[src/rtl/bht_resolve_queue.sv]
// In-order queue of fetch-time branch predictions. Each entry retires when execute resolves it,
// trains the BHT and flushes on a mispredict. Optional statistics counters: BHT_RESOLVE_STATS_EN.
module bht_resolve_queue #(
    parameter int DEPTH       = 8,
    parameter int PC_W        = 9,
    parameter int CNT_W       = 16,
    parameter int RECOVER_CYC = 2
) (
    input  logic                     clk,
    input  logic                     reset,
    input  logic                     pred_valid,
    input  logic [PC_W-1:0]          pred_pc,
    input  logic                     pred_taken,
    output logic                     pred_ready,
    input  logic                     res_valid,
    input  logic                     res_taken,
    output logic                     upd_valid,
    output logic [PC_W-1:0]          upd_pc,
    output logic                     upd_taken,
    output logic                     mispredict,
    output logic [$clog2(DEPTH):0]   occupancy,
    output logic                     err_underflow,
    output logic [CNT_W-1:0]         branch_cnt,
    output logic [CNT_W-1:0]         miss_cnt
);

    localparam int AW = $clog2(DEPTH);
    localparam int PW = AW + 1;
    localparam int RW = (RECOVER_CYC > 1) ? $clog2(RECOVER_CYC) : 1;
    localparam logic [PW-1:0] FULL_OCC = PW'(DEPTH);

    typedef enum logic {
        ST_RUN,
        ST_RECOVER
    } state_e;

    state_e            state_q, state_d;
    logic [RW-1:0]     rec_q, rec_d;
    logic [PW-1:0]     head_q, head_d, tail_q, tail_d;
    logic              upd_valid_q, upd_valid_d;
    logic [PC_W-1:0]   upd_pc_q, upd_pc_d;
    logic              upd_taken_q, upd_taken_d;
    logic              mispredict_q, mispredict_d;
    logic              err_q, err_d;

    logic [PC_W-1:0]   pc_mem   [DEPTH];
    logic              pred_mem [DEPTH];

    logic [PW-1:0]     occ;
    logic [AW-1:0]     head_idx, tail_idx;
    logic              empty, full, pop, push, miss;

    assign occ      = tail_q - head_q;
    assign head_idx = head_q[AW-1:0];
    assign tail_idx = tail_q[AW-1:0];
    assign empty    = (occ == '0);
    assign full     = (occ == FULL_OCC);
    assign pop      = res_valid && !empty;
    assign miss     = pop && (pred_mem[head_idx] != res_taken);
    // A full queue still accepts a push when the head retires in the same cycle.
    assign pred_ready = (state_q == ST_RUN) && (!full || pop);
    assign push       = pred_valid && pred_ready;

    always_comb begin
        head_d  = head_q;
        tail_d  = tail_q;
        state_d = state_q;
        rec_d   = rec_q;
        case (state_q)
            ST_RUN: begin
                if (miss) begin
                    // Everything younger than the mispredicted branch is wrong-path.
                    head_d  = '0;
                    tail_d  = '0;
                    state_d = ST_RECOVER;
                    rec_d   = RW'(RECOVER_CYC - 1);
                end else begin
                    if (pop)  head_d = head_q + PW'(1);
                    if (push) tail_d = tail_q + PW'(1);
                end
            end
            ST_RECOVER: begin
                if (rec_q == '0) state_d = ST_RUN;
                else             rec_d   = rec_q - RW'(1);
            end
            default: state_d = ST_RUN;
        endcase
    end

    always_comb begin
        upd_valid_d  = pop;
        upd_pc_d     = pop ? pc_mem[head_idx] : upd_pc_q;
        upd_taken_d  = pop ? res_taken : upd_taken_q;
        mispredict_d = miss;
        err_d        = err_q | (res_valid && empty);
    end

    always_ff @(posedge clk or posedge reset) begin
        if (reset) begin
            state_q      <= ST_RUN;
            rec_q        <= '0;
            head_q       <= '0;
            tail_q       <= '0;
            upd_valid_q  <= 1'b0;
            upd_pc_q     <= '0;
            upd_taken_q  <= 1'b0;
            mispredict_q <= 1'b0;
            err_q        <= 1'b0;
        end else begin
            state_q      <= state_d;
            rec_q        <= rec_d;
            head_q       <= head_d;
            tail_q       <= tail_d;
            upd_valid_q  <= upd_valid_d;
            upd_pc_q     <= upd_pc_d;
            upd_taken_q  <= upd_taken_d;
            mispredict_q <= mispredict_d;
            err_q        <= err_d;
        end
    end

    // Entry storage needs no reset: validity is defined by the pointers alone.
    always_ff @(posedge clk) begin
        if (push && !miss) begin
            pc_mem[tail_idx]   <= pred_pc;
            pred_mem[tail_idx] <= pred_taken;
        end
    end

    assign upd_valid     = upd_valid_q;
    assign upd_pc        = upd_pc_q;
    assign upd_taken     = upd_taken_q;
    assign mispredict    = mispredict_q;
    assign occupancy     = occ;
    assign err_underflow = err_q;

`ifdef BHT_RESOLVE_STATS_EN
    logic [CNT_W-1:0] bcnt_q, bcnt_d, mcnt_q, mcnt_d;

    always_comb begin
        bcnt_d = bcnt_q;
        mcnt_d = mcnt_q;
        if (pop && (bcnt_q != '1))  bcnt_d = bcnt_q + CNT_W'(1);
        if (miss && (mcnt_q != '1)) mcnt_d = mcnt_q + CNT_W'(1);
    end

    always_ff @(posedge clk or posedge reset) begin
        if (reset) begin
            bcnt_q <= '0;
            mcnt_q <= '0;
        end else begin
            bcnt_q <= bcnt_d;
            mcnt_q <= mcnt_d;
        end
    end

    assign branch_cnt = bcnt_q;
    assign miss_cnt   = mcnt_q;
`else
    assign branch_cnt = '0;
    assign miss_cnt   = '0;
`endif

endmodule

[config.mk]
export PLATFORM = sky130hd
export DESIGN_NAME = bht_resolve_queue
export DESIGN_NICKNAME = d
export VERILOG_FILES = /design/src/rtl/bht_resolve_queue.sv
export SDC_FILE = /design/constraint.sdc
export NUM_CORES = 1
export LEC_CHECK = 0
export ABC_CLOCK_PERIOD_IN_PS = 4000
export CORE_ASPECT_RATIO = 1.1
export CORE_MARGIN = 1.5
export CORE_UTILIZATION = 36
export DETAILED_ROUTE_END_ITERATION = 10
export GPL_TIMING_DRIVEN = 0
export SYNTH_ARGS = -nofsm -noshare
export SYNTH_HDL_FRONTEND = slang
export SYNTH_SLANG_ARGS = --single-unit
export TNS_END_PERCENT = 30
[constraint.sdc]
create_clock -name clk -period 4 [get_ports clk]
set_input_delay 0.6 -clock clk [delete_from_list [all_inputs] [get_ports clk]]
set_output_delay 0.6 -clock clk [all_outputs]
set_load 0.005 [all_outputs]
-- Yosys cells after proc, flatten, opt, wreduce, memory -nomap -nowiden
Memory sizes are Yosys's and may differ from the RTL's. A register that Yosys moved wholly into a read port is not among the register bits.
Cells that the tools add are included.
- $mul: 0
- muxes and demuxes: 12
- add/sub/neg operators: 4
- reduce and logical (&&, ||, !) cells: 15
- bitwise operators: 2
- divide/modulo/power cells: 0
- magnitude comparators: 0
- shift-type cells: 0
- equality and inequality tests: 3
- operators by type and width (operator ; number):
    two-way mux 4 bit ; 4
    adder 4 x 1 -> 4 bit, second input constant ; 2
    logical AND 1 bit ; 6
    two-way mux 1 bit ; 6
    == test 4 bit, second input constant ; 1
    logical NOT 4 bit ; 1
    one-hot mux 1 bit (2 select lines) ; 2
    AND reduction 2 bit ; 2
    nonzero test 2 bit ; 2
    subtractor 4 bit ; 1
    logical NOT 1 bit ; 3
    != test 2 bit, second input constant ; 1
    logical OR 1 bit ; 1
    != test 1 bit ; 1
    inverter 1 bit ; 1
    OR 1 bit ; 1
    subtractor 1 bit, second input constant ; 1
- input port bits: 15
- RAM bits: 80
- logic and storage cells: 46
- output and inout bits: 50
- register bits after elaboration: 14
- memories kept: 2
- memory bits (read-only): 0
- bits in latches: 0
- memories (name ; depth ; width ; rd ports ; clocked after memory_dff ; wr ports ; RTL line ; source):
    pc_mem ; 8 ; 9 ; 1 ; 1 ; 1 ; 46 ; logic [PC_W-1:0] pc_mem [DEPTH];
    pred_mem ; 8 ; 1 ; 1 ; 0 ; 1 ; 47 ; logic pred_mem [DEPTH];

-- Depth between registers and ports, before layout
- word-level depth: 10
- mapped depth: 11
- gate-level depth less buffers: 10

-- Worst setup path after synthesis
Ideal clock, no wire load.
- path type: reg-to-reg
- start point: register head_q[1]
- end point: memory pc_mem[0][0], enable pin
- clock period less this slack: 3.786 ns
- slack: 0.214 ns
- data arrival time: 3.383 ns
- data required time: 3.596 ns
- library setup time: 0.404 ns
- buffers on the path: 1
- stages on the path, launching flop included: 9
- cells stage by stage: dfrtp_1 buf_1 inv_1 fa_1 xor2_1 or3_1 o31ai_2 o21ai_2 nor4_1
- cells in the longest elaborated chain, start to end: 10
- elaborated cells on any way between the ends: 16
- those cells by class: add/sub: 1; eq/ne: 2; mux: 2; reduce/logical: 10; memory: 1
- ends and longest elaborated chain (item ; RTL line ; source):
    start, declared ; 39 ; logic [PW-1:0] head_q, head_d, tail_q, tail_d;
    start signal, assigned ; 102 ; head_q <= '0;
    start signal, assigned ; 112 ; head_q <= head_d;
    subtractor 4 bit (*) ; 53 ; assign occ = tail_q - head_q;
    net occupancy[2] ; 21 ; output logic [$clog2(DEPTH):0] occupancy,
    logical NOT 4 bit ; 56 ; assign empty = (occ == '0);
    logical NOT 1 bit ; 58 ; assign pop = res_valid && !empty;
    logical AND 1 bit ; 58 ;
    logical OR 1 bit ; 61 ; assign pred_ready = (state_q == ST_RUN) && (!full || pop);
    logical AND 1 bit ; 61 ;
    logical AND 1 bit ; 62 ; assign push = pred_valid && pred_ready;
    logical AND 1 bit (*) ; 124 ; if (push && !miss) begin
    two-way mux 1 bit (*) ; 124 ;
    two-way mux 1 bit (implied by the code) (*) ; 125 ; pc_mem[tail_idx] <= pred_pc;
    end, declared ; 46 ;
Mark *: on every way through the listed nets, which the timed path passes. The rest lies on a longest branch.

-- Worst setup path after layout
- start point: register tail_q[0]
- end point: memory pc_mem[5][4], enable pin
- cells in the longest elaborated chain, start to end: 10
- elaborated cells on any way between the ends: 14
- those cells by class: add/sub: 1; eq/ne: 1; mux: 2; reduce/logical: 10
- ends and longest elaborated chain (item ; RTL line ; source):
    start, declared ; 39 ;
    start signal, assigned ; 113 ; tail_q <= tail_d;
    subtractor 4 bit ; 53 ;
    logical NOT 4 bit ; 56 ;
    logical NOT 1 bit ; 58 ;
    logical AND 1 bit ; 58 ;
    logical OR 1 bit ; 61 ;
    logical AND 1 bit ; 61 ;
    logical AND 1 bit ; 62 ;
    logical AND 1 bit ; 124 ;
    two-way mux 1 bit ; 124 ;
    two-way mux 1 bit (implied by the code) ; 125 ;
Parallel ways exist; a longest one is shown, timed or not.

==> summary.md <==
| Metric | Value |
|---|---|
| Placed instance area | 5230 sq um |
| Max incr delay on CP | 0.54 ns |
| WL per Instance | 16.8 um |
| Worst min path class | reg -> reg |
| Yosys warns | 0 |
| Die H | 120 um |
| Leakage | 2.08 nW |
| Worst skew pair latency | 0.34 ns |
| Crit path arrival time | 3.82 ns |
| Main combinational cell family by area after synthesis | multiplexers |
| Mapped Cells | 295 |
| Register area share after synthesis | 66.7% |
| Layout cells sized above 1 | 24.3% |
| Worst Skew | 0.00873 ns |
| Critical path's slowest cell | nor4_4 |
| # clock sinks | 103 |
| CP cell instances | inv_1 -> ha_1 -> inv_1 -> fa_1 -> xor2_1 -> or3_1 -> o31ai_2 -> o21ai_2 -> nor4_4 -> buf_6 |
| Final Slew Violations | 0 |
| Crit-path leading delay family | simple AND/OR/NAND/NOR gates |
| Post-synth cell types | 40 |
| CTS Hold Bufs | 0 |
| Total grt overflow | 0 |
| Critical Path RT | 4.05 ns |
| Part of the power in registers | 38.2% |
| Die area | 13100 sq um |
| Final HPWL DP | 6.25 mm |
| Comb pwr share | 40.1% |
| Fin crit share | 94.2% |
| TNS Setup | 0 ns |
| GRT Util Overall | 15.2% |
| Hold Violations, Final | 0 |
| VDD IR max | 318 uV |
| Pin count of the biggest net entering global routing | 24 |
| Compound-Gate Fraction of Synth Area | 5.41% |
| Synth Area in Simple Gates | 6.75% |
| Final Setup Violations | 0 |
| Num rows | 42 |
| Internal power | 2.52 mW |
| Sw frac | 35.1% |
| PwrDens | 696 nW/um^2 |
| CTS buffer count | 9 |
| Core area | 12100 sq um |
| Ant diodes | 0 |
| RSZ-0062 raised after global routing | true |
| Vias per inst | 4.75 |
| Xor/xnor cell area share of the yosys netlist | 0.785% |
| Crit Path Class | reg -> reg |
| I/O Buffers | 32 |
| Wire length of the first global-routing pass | 14.3 mm |
| CTS tree | done |
| Clock power frac | 21.7% |
| Avg Synthesized Cell Area | 15.1 sq um |
| Fin nets | 398 |
| Die X | 109 um |
| Commonest non-fill, non-tap cell in the layout | edfxtp_1 |
| Final WL | 9.03 mm |
| Synthesized flop and latch total | 103 |
| Initial core utilization | 36.9% |
| Max_slew headroom | 36.8% |
| Cell Area, Synth | 4460 sq um |
| Max Fanout on Critical Path | 8 |
| Max-cap viol count | 0 |
| Detail Route Antenna Nets | 0 |
| Io pins | 65 |
| Most frequent CP cell | inv_1 |
| Net Switching | 1.36 mW |
| DRT Pass-1 Iters | 4 |
| CP bufs+invs | 3 |
| Clk Tree Root Cell | clkbuf_16 |
| Post-Synth Adder-Cell Area | 1.85% |
| Most frequent cells in the layout | 80 x edfxtp_1, 35 x buf_4, 32 x conb_1, 32 x clkdlybuf4s50_1, 30 x nand2_1 |
| CTS max path bufs | 2 |
| Final non-filler cell area | 5580 sq um |
| H-tree lvl count | 3 |
| Max Freq | 0.265 GHz |
| CP Capture Type | register |
| DR vias | 2548 |
| Power, Total | 3.88 mW |
| Slew @ Worst Pin | 0.947 ns |
| Crit path launch type | register |
| GPL Wtd Cong | 0.777 |
| Vias in the first global route | 2581 |
| Clk slew on worst S/H paths | 0.07 ns |
| Status | completed |
| DRT iter0 DRCs | 111 |
| Drc violations | 0 |
| P&R area growth vs syn | 24.9% |
| Mux cell area share after synthesis | 10.8% |
| Post-route minimum period | 3.77 ns |
| Initial antenna violation count | 0 |
-- registers in the layout, summed over array words and instances, names as in the netlist --
name           count
err_underflow      1
mispredict         1
state_q            1
head_q             4
upd_taken          1
tail_q             4
pc_mem            72
pred_mem           8
rec_q              1
upd_valid          1
upd_pc             9
-- area by class of cell --
cell class | count | area [sq um]
Buffer | 44 | 294
Clock buffer | 10 | 229
Clock inverter | 6 | 62.6
Fill cell | 1087 | 6510
Inverter | 12 | 45.0
Multi-Input combinational cell | 166 | 1360
Sequential cell | 103 | 2980
Tap cell | 154 | 193
Timing Repair Buffer | 41 | 414
-- worst register-to-register path, delay by kind of cell (launching register included) --
kind | cells | cell delay (ns)
AOI/OAI and AO/OA | 2 | 0.72
xor gates and xnor gates | 1 | 0.16
adders and majority gates | 2 | 0.61
buffers and inverters | 3 | 0.57
DFF | 1 | 0.49
and+or+nand+nor | 2 | 0.93
-- synth_stat cells --
cell	instances	area [sq um]
a21oi_1	4	20.0
o21ai_2	1	8.76
or3_1	1	6.26
clkbuf_1	8	30.0
nand2_1	30	113
and3b_1	1	8.76
inv_1	12	45.0
o311ai_1	2	17.5
nor3_1	7	35.0
mux2i_1	3	30.0
o21ai_0	1	5.00
ha_1	5	62.6
xor2_1	3	26.3
xnor2_1	1	8.76
fa_1	1	20.0
o211ai_1	1	7.51
a31oi_1	9	56.3
dfrtp_1	23	576
nand3_1	4	20.0
nand4_1	1	6.26
buf_4	33	248
nor2_1	18	67.6
buf_2	3	15.0
nand3b_1	1	7.51
edfxtp_1	80	2400
o2111ai_1	4	35.0
o32ai_2	1	16.3
o21ai_1	1	5.00
nand2b_1	1	6.26
a211oi_1	1	7.51
conb_1	1	3.75
mux4_2	20	450
a21o_1	3	22.5
o31ai_2	1	12.5
a31o_2	1	8.76
nor4_1	4	25.0
o41a_1	1	11.3
buf_1	1	3.75
and2_1	1	6.26
o21a_1	1	7.51
-- power by group through the flow --
stage                     logic (mW)  registers, mW  clock network [mW]
after floorplan                0.932           1.47                   0
after global routing            1.74           1.51               0.907
final                           1.56           1.48               0.842
after detailed placement        1.53           1.50                   0
after CTS                       1.57           1.48               0.868
after global placement          1.44           1.50                   0
-- logic make-up (layout without fill, tap and decap cells) --
| family | count (synthesis) | after routing |
|---|---|---|
| other | 1 | 32 |
| XOR/XNOR | 4 | 4 |
| multiplexers | 23 | 23 |
| flip-flops | 103 | 103 |
| AO/OA/AOI/OAI | 32 | 32 |
| buffers and inverters | 57 | 113 |
| adder cells (fa/ha/maj) | 6 | 6 |
| AND/OR/NAND/NOR | 69 | 69 |
-- worst paths after layout --
kind                               start       endpoint  slack [ns]  cells past startpoint
setup / recovery               tail_q[0]   pc_mem[5][4]        0.23                     10
hold / removal             err_underflow  err_underflow        0.47                      1
setup reg to reg               tail_q[0]   pc_mem[5][4]        0.23                     10
hold reg to reg            err_underflow  err_underflow        0.47                      1
max in group asynchronous          reset      upd_pc[4]        2.64                      2
min in group asynchronous          reset      upd_taken        0.78                      2
-- stage by stage --
stage | hold slack, ns | worst slack [ns] | cells | util [%]
floorplan | 0.451 | 0.214 | 326 | -
global placement | 0.441 | -1.42 | 512 | 42.1
detailed placement | 0.456 | -0.282 | 520 | 43.2
CTS | 0.472 | 0.0910 | 536 | 46.0
global route | 0.494 | -0.0180 | 536 | 46.1
finish | 0.470 | 0.232 | 536 | 46.1
-- metal layers --
metal / vias up / GRT usage [%] / wire (um)
li1: 1208 / - / -
met1: 1247 / 20.1 / 3910
met2: 78 / 24.8 / 4510
met3: 15 / 3.10 / 440
met4: 0 / 5.93 / 165
met5: - / 0 / 0
-- timing repair --
action,4_1_cts,5_1_grt
resized for setup,6,2
pin swaps,0,1
setup buffers,0,1
cloned,0,0
endpoints found under the setup margin,47,40
Note: power is estimated with default switching activity, not from simulation.
